**config.mk**
```make
export PLATFORM = sky130hd
export DESIGN_NAME = penalty_round_ctl
export DESIGN_NICKNAME = d
export VERILOG_FILES = /design/src/rtl/game_pkg.sv /design/src/rtl/frame_countdown.sv /design/src/rtl/penalty_round_ctl.sv
export SDC_FILE = /design/constraint.sdc
export NUM_CORES = 1
export LEC_CHECK = 0
export ABC_AREA = 1
export BUFFER_PORTS_ARGS = -buffer_cell sky130_fd_sc_hd__buf_2
export CAP_MARGIN = 20
export CORE_ASPECT_RATIO = 0.7
export CORE_UTILIZATION = 58
export DETAILED_ROUTE_END_ITERATION = 10
export GPL_TIMING_DRIVEN = 0
export HOLD_SLACK_MARGIN = 0.05
export PLACE_DENSITY = 0.8
export SLEW_MARGIN = 5
export SYNTH_ARGS = -nofsm -noshare
export SYNTH_HDL_FRONTEND = slang
export SYNTH_SLANG_ARGS = --single-unit
```
**constraint.sdc**
```tcl
create_clock -name clk -period 3.7 [get_ports clk]
set_input_delay 0 -clock clk [delete_from_list [all_inputs] [get_ports clk]]
set_output_delay 0 -clock clk [all_outputs]
set_load 0.01 [all_outputs]
```
**src/rtl/game_pkg.sv**
```systemverilog
// Shared types for the penalty shoot-out: round states, shot zones, winner codes
// and a couple of small scoring helpers.
package game_pkg;

    localparam int SCORE_W = 4;

    typedef enum logic [2:0] {
        ST_IDLE    = 3'd0,
        ST_AIM     = 3'd1,
        ST_RESOLVE = 3'd2,
        ST_SHOW    = 3'd3,
        ST_NEXT    = 3'd4,
        ST_DONE    = 3'd5
    } round_state_t;

    typedef logic [2:0] zone_t;

    localparam zone_t ZONE_MAX  = 3'd5;
    localparam zone_t ZONE_MISS = 3'd7;

    typedef enum logic [1:0] {
        WIN_NONE   = 2'b00,
        WIN_PLAYER = 2'b01,
        WIN_CPU    = 2'b10,
        WIN_DRAW   = 2'b11
    } winner_t;

    function automatic logic [SCORE_W-1:0] sat_inc(input logic [SCORE_W-1:0] v);
        return (&v) ? v : v + SCORE_W'(1);
    endfunction

    // Off-target zones (6, 7) never score; on target scores unless the keeper is there.
    function automatic logic is_goal(input zone_t shot, input zone_t keeper);
        return (shot <= ZONE_MAX) && (shot != keeper);
    endfunction

    function automatic winner_t decide_winner(input logic [SCORE_W-1:0] p,
                                              input logic [SCORE_W-1:0] c);
        if (p > c)
            return WIN_PLAYER;
        else if (c > p)
            return WIN_CPU;
        else
            return WIN_DRAW;
    endfunction

endpackage

```
**src/rtl/frame_countdown.sv**
```systemverilog
// Loadable down-counter stepped by a frame pulse; holds at zero and flags it.
module frame_countdown #(
    parameter int W = 8
) (
    input  logic         clk,
    input  logic         rst,
    input  logic         load,
    input  logic [W-1:0] load_value,
    input  logic         tick,
    output logic [W-1:0] count,
    output logic         zero
);

    logic [W-1:0] count_reg;

    always_ff @(posedge clk) begin
        if (rst)
            count_reg <= '0;
        else if (load)
            count_reg <= load_value;
        else if (tick && (count_reg != '0))
            count_reg <= count_reg - W'(1);
    end

    assign count = count_reg;
    assign zero  = (count_reg == '0);

endmodule

```
**src/rtl/penalty_round_ctl.sv**
```systemverilog
// Penalty shoot-out sequencer: aim window, resolve, result display, end-of-match rules.
// Build option: define PENALTY_SUDDEN_DEATH_EN to play sudden-death rounds after a regulation tie.
module penalty_round_ctl
    import game_pkg::*;
#(
    parameter int ROUNDS      = 5,
    parameter int AIM_FRAMES  = 180,
    parameter int SHOW_FRAMES = 120
) (
    input  logic               clk,
    input  logic               rst,
    input  logic               frame_tick,
    input  logic               start,
    input  logic               abort,
    input  logic               shot_valid,
    input  logic [2:0]         shot_zone,
    input  logic [2:0]         keeper_zone,
    output logic [2:0]         state,
    output logic [7:0]         time_left,
    output logic               player_shoots,
    output logic [SCORE_W-1:0] score_player,
    output logic [SCORE_W-1:0] score_cpu,
    output logic               goal_pulse,
    output logic               save_pulse,
    output logic               match_over,
    output logic [1:0]         winner
);

    localparam logic [SCORE_W-1:0] ROUNDS_K  = SCORE_W'(ROUNDS);
    localparam logic [7:0]         AIM_LOAD  = 8'(AIM_FRAMES);
    localparam logic [7:0]         SHOW_LOAD = 8'(SHOW_FRAMES);

    round_state_t state_reg;
    zone_t        zone_reg;
    winner_t      winner_reg;
    logic         player_shoots_reg;
    logic         goal_pulse_reg;
    logic         save_pulse_reg;
    logic         match_over_reg;

    logic         cd_load;
    logic [7:0]   cd_value;
    logic         cd_tick;
    logic [7:0]   cd_count;
    logic         cd_zero;

    logic         clear_scores;
    logic         resolve_now;
    logic         goal_now;

    // Index 0 is the player, index 1 the cpu.
    logic [SCORE_W-1:0] score_w [2];
    logic [SCORE_W-1:0] kicks_w [2];
    logic [SCORE_W:0]   reach_w [2];

    logic regulation;
    logic level_kicks;
    logic cannot_catch;
    logic tie_break_over;
    logic match_end;

    assign clear_scores = abort || (start && ((state_reg == ST_IDLE) || (state_reg == ST_DONE)));
    assign resolve_now  = (state_reg == ST_RESOLVE) && !abort;
    assign goal_now     = is_goal(zone_reg, zone_t'(keeper_zone));

    genvar gi;
    generate
        for (gi = 0; gi < 2; gi++) begin : g_side
            logic [SCORE_W-1:0] score_reg;
            logic [SCORE_W-1:0] kicks_reg;
            logic [SCORE_W:0]   rem;
            logic               is_shooter;

            assign is_shooter = (gi == 0) ? player_shoots_reg : !player_shoots_reg;

            always_ff @(posedge clk) begin
                if (rst || clear_scores) begin
                    score_reg <= '0;
                    kicks_reg <= '0;
                end else if (resolve_now && is_shooter) begin
                    kicks_reg <= sat_inc(kicks_reg);
                    if (goal_now)
                        score_reg <= sat_inc(score_reg);
                end
            end

            // Best case for this side: every remaining regulation kick goes in.
            assign rem         = (kicks_reg < ROUNDS_K) ? {1'b0, ROUNDS_K - kicks_reg} : '0;
            assign score_w[gi] = score_reg;
            assign kicks_w[gi] = kicks_reg;
            assign reach_w[gi] = {1'b0, score_reg} + rem;
        end
    endgenerate

    assign regulation   = (kicks_w[0] <= ROUNDS_K) && (kicks_w[1] <= ROUNDS_K);
    assign cannot_catch = regulation && ((reach_w[0] < {1'b0, score_w[1]}) ||
                                         (reach_w[1] < {1'b0, score_w[0]}));
    assign level_kicks  = (kicks_w[0] == kicks_w[1]) && (kicks_w[0] >= ROUNDS_K);

`ifdef PENALTY_SUDDEN_DEATH_EN
    assign tie_break_over = level_kicks && (score_w[0] != score_w[1]);
`else
    assign tie_break_over = level_kicks;
`endif

    assign match_end = cannot_catch || tie_break_over;

    always_comb begin
        cd_load  = 1'b0;
        cd_value = '0;
        if (abort) begin
            cd_load = 1'b1;
        end else begin
            case (state_reg)
                ST_IDLE, ST_DONE: begin
                    if (start) begin
                        cd_load  = 1'b1;
                        cd_value = AIM_LOAD;
                    end
                end
                ST_RESOLVE: begin
                    cd_load  = 1'b1;
                    cd_value = SHOW_LOAD;
                end
                ST_NEXT: begin
                    if (!match_end) begin
                        cd_load  = 1'b1;
                        cd_value = AIM_LOAD;
                    end
                end
                default: ;
            endcase
        end
    end

    assign cd_tick = frame_tick && ((state_reg == ST_AIM) || (state_reg == ST_SHOW));

    frame_countdown #(.W(8)) u_countdown (
        .clk        (clk),
        .rst        (rst),
        .load       (cd_load),
        .load_value (cd_value),
        .tick       (cd_tick),
        .count      (cd_count),
        .zero       (cd_zero)
    );

    always_ff @(posedge clk) begin
        if (rst) begin
            state_reg         <= ST_IDLE;
            zone_reg          <= '0;
            winner_reg        <= WIN_NONE;
            player_shoots_reg <= 1'b1;
            goal_pulse_reg    <= 1'b0;
            save_pulse_reg    <= 1'b0;
            match_over_reg    <= 1'b0;
        end else begin
            goal_pulse_reg <= 1'b0;
            save_pulse_reg <= 1'b0;
            if (abort) begin
                state_reg         <= ST_IDLE;
                player_shoots_reg <= 1'b1;
                match_over_reg    <= 1'b0;
                winner_reg        <= WIN_NONE;
            end else begin
                case (state_reg)
                    ST_IDLE, ST_DONE: begin
                        if (start) begin
                            state_reg         <= ST_AIM;
                            player_shoots_reg <= 1'b1;
                            match_over_reg    <= 1'b0;
                            winner_reg        <= WIN_NONE;
                        end
                    end
                    ST_AIM: begin
                        // A committed shot beats the window running out in the same cycle.
                        if (shot_valid) begin
                            zone_reg  <= zone_t'(shot_zone);
                            state_reg <= ST_RESOLVE;
                        end else if (cd_zero) begin
                            zone_reg  <= ZONE_MISS;
                            state_reg <= ST_RESOLVE;
                        end
                    end
                    ST_RESOLVE: begin
                        goal_pulse_reg <= goal_now;
                        save_pulse_reg <= !goal_now;
                        state_reg      <= ST_SHOW;
                    end
                    ST_SHOW: begin
                        if (cd_zero)
                            state_reg <= ST_NEXT;
                    end
                    ST_NEXT: begin
                        if (match_end) begin
                            state_reg      <= ST_DONE;
                            match_over_reg <= 1'b1;
                            winner_reg     <= decide_winner(score_w[0], score_w[1]);
                        end else begin
                            player_shoots_reg <= !player_shoots_reg;
                            state_reg         <= ST_AIM;
                        end
                    end
                    default: state_reg <= ST_IDLE;
                endcase
            end
        end
    end

    assign state         = state_reg;
    assign time_left     = (state_reg == ST_AIM) ? cd_count : 8'd0;
    assign player_shoots = player_shoots_reg;
    assign score_player  = score_w[0];
    assign score_cpu     = score_w[1];
    assign goal_pulse    = goal_pulse_reg;
    assign save_pulse    = save_pulse_reg;
    assign match_over    = match_over_reg;
    assign winner        = winner_reg;

endmodule

```
==> qor.yml <==
status:
  status: "finished, violations left"
  violations: "design-rule violations"
critical_path:
  startpoint: "g_side[0].kicks_reg[1]"
  reg2reg_from: "g_side[0].kicks_reg[1]"
  crit_top_cell: "nand2_1"
  critPathMaxStageDelay_ns: 0.45
  cp_cell_sequence: "inv_1, ha_1, nand2_1, nand3_2, nor2_1, ha_1, nand3_1, nand3_1, xor2_1, ha_1, or2_0, a21oi_1, nand2_1, nand2_1, nand2_1, nand3_2, nand3_4, nor2_2, nand3_1, nand2_1, nor2_1"
  arrival_ns: 3.52
  worst-setup-path-type: "register to register"
  worstSetupEndpointType: "register"
  start_kind: "register"
  ff2ff_setup_slack_ns: 0.37
  endpoint: "u_countdown.count[4]"
  worstReg2RegEnd: "u_countdown.count[4]"
  crit_slowest_cell: "dfxtp_1"
  crit_required_ns: 3.89
  worstPathMaxFanout: 6
  rr_worst_depth: 21
grt:
  grt_max_degree: 13
  antenna_found_initial: 0
  gr-total-overflow: 0
  grt_usage_pct: 27.2
  grt_pass1_vias: 2280
  grt_pass1_wl_mm: 10.6
clocking:
  htreeDepth: 2
  cts_made_buffers: 5
  clock-sinks: 36
  clk_latency_ns: 0.29
  cts_root_buf: "clkbuf_8"
  clkTransAtPathRegs_ns: 0.08
  tritoncts: "built"
  cts_max_path_buffers: 2
yosys:
  synth_edf_count: 0
  avgSynthCellArea_um2: 7.11
  synth_seq_area_share_pct: 26.5
  netlist_instances: 382
  synth_area_leader_cell: "dfxtp_1"
  yosys.area.top_type_share_pct: 26.5
  yosysWarnings: 0
  synth_area_leaders: "dfxtp_1, ha_1, nand2_1"
  synth.ff_latch_count: 36
  synthArstFlopShare_pct: 0
  synth_area_um2: 2720
  yosys.cell_types.count: 35
  synth_flop_cell: "dfxtp_1"
  syn_nets: 424
floorplanning:
  num_rows: 20
  start_util_pct: 61.4
  die_x_um: 83.8
  coreArea_um2: 4430
  io-pin-count: 37
  dieArea_um2: 4970
  die_h_um: 59.3
pwr:
  leakage_uw: 0.00160
  p_per_area_nw_per_um2: 353
  total_power_uw: 1120
  peakVddDrop_uv: 182
placed_design:
  place_ws_ns: 0.324
  dp_hpwl_mm: 4.84
  portBuffers: 36
  gp_congestion: 0.876
sta:
  maxSlewHeadroom_pct: 67.6
  finalSetupViolCount: 0
  worst_slack_ns: 0.368
  period_share_pct: 90.0
  skew_ns: 0.0101
  fmax_mhz: 300
  min_period_ns: 3.33
  setup_tns_ns: 0
  finalHoldViolations: 0
  worst_pin_slew_ns: 0.482
  drv_slew: 0
  rsz0062_at_grt: "no"
routing:
  routed_wl_mm: 6.22
  vias: 2662
  routedWlPerCell_um: 12.8
  vias_per_cell: 5.48
  firstDrtPassIters: 8
  drc: 6
  drtIter0Drc: 207
  ant_nets: 0
cells_and_area:
  syn_to_final_growth_pct: 17.1
  antenna-diode-count: 0
  nNetsFinal: 472
  nFillCells: 371
  drive_above_1_share_pct: 18.6
job:
  drv_cap: 0
min_path:
  holdCritPathClass: "input port to register"
-- cell usage in the layout, fill, tap and decap left out, types with 2 or more instances in the layout --
cell type      instances
dfxtp_2                3
o21ai_0               18
nand4_1                9
dlygate4sd3_1          5
xor2_1                16
clkbuf_8               5
nor2_4                 2
fa_1                   2
dfxtp_1               33
nand2_1               68
a31oi_4                2
nor2_1                46
nand2_2                4
nand3_4                3
xnor2_1                2
nor2_2                 2
nor3_4                 2
a21oi_1               26
nand3_1               20
buf_2                 38
nand3_2                2
ha_1                  28
inv_1                 56
or2_2                  3
nor3_1                10
a31oi_1                5
bufinv_16              3
inv_2                  7
-- routing by layer --
metal | track usage (%) | up-vias | routed length, um
li1 | - | 1340 | -
met1 | 40.5 | 1219 | 3200
met2 | 40.4 | 97 | 2560
met3 | 6.41 | 6 | 426
met4 | 5.17 | 0 | 36
met5 | 0 | - | 0
-- repair_timing --
action	4_1_cts	5_1_grt
setup endpoints to repair	0	5
hold buffers	5	0
endpoints found under the hold margin	5	0
buffers inserted	0	0
resized for setup	0	4
-- through the flow --
stage / hold slack [ns] / cells / area, um2 / util [%]
floorplan: 0.0793 / 382 / 2720 / -
global placement: 0.241 / 473 / 2970 / 67.0
detailed placement: 0.249 / 473 / 2970 / 67.0
CTS: 0.164 / 486 / 3180 / 71.7
global route: 0.183 / 486 / 3180 / 71.8
finish: 0.170 / 486 / 3180 / 71.8
-- logic make-up after synthesis --
group	count (synthesis)	share of synthesized area, %
and+or+nand+nor	176	31.8
buffers and inverters	66	9.21
AOI/OAI and AO/OA	56	12.3
DFF	36	26.5
adders and majority gates	30	14.4
xor gates and xnor gates	18	5.80
-- worst min path at each step --
stage,start,to,slack [ns],cells past startpoint
2_1_floorplan,rst,goal_pulse,0.08,1
3_3_place_gp,shot_valid,zone_reg[0],0.24,2
3_5_place_dp,shot_valid,zone_reg[0],0.25,2
4_1_cts,frame_tick,u_countdown.count[7],0.16,5
5_1_grt,frame_tick,u_countdown.count[5],0.18,5
6_report,frame_tick,u_countdown.count[7],0.17,5
-- critical path, delay by kind of cell, from the launching register on --
family,cells,cell delay [ns]
AO/OA/AOI/OAI,1,0.14
XOR/XNOR,1,0.16
adder cells (fa/ha/maj),3,0.67
buffers and inverters,1,0.11
flip-flops,1,0.45
AND/OR/NAND/NOR,15,1.67
-- final cells by class --
class	instances	area (um2)	share of cell area, %
Multi-Input combinational cell	280	1750	55.0
Clock buffer	5	68.8	2.16
Clock inverter	3	90.1	2.83
Inverter	64	240	7.55
Buffer	2	10.0	0.315
Tap cell	55	68.8	2.16
Timing Repair Buffer	41	230	7.24
Sequential cell	36	724	22.8
-- Yosys cell counts, types with 7 or more instances --
cell type / count
nand2_1: 68
inv_1: 56
nor2_1: 47
dfxtp_1: 36
ha_1: 28
a21oi_1: 26
nand3_1: 20
o21ai_0: 18
xor2_1: 16
nor3_1: 10
nand4_1: 9
inv_2: 7
-- power breakdown --
group	internal (uW)	switching (uW)
Clock	337	153
Sequential	404	17.0
Combinational	75.3	137
No activity file was read; power rests on OpenSTA's default activity.
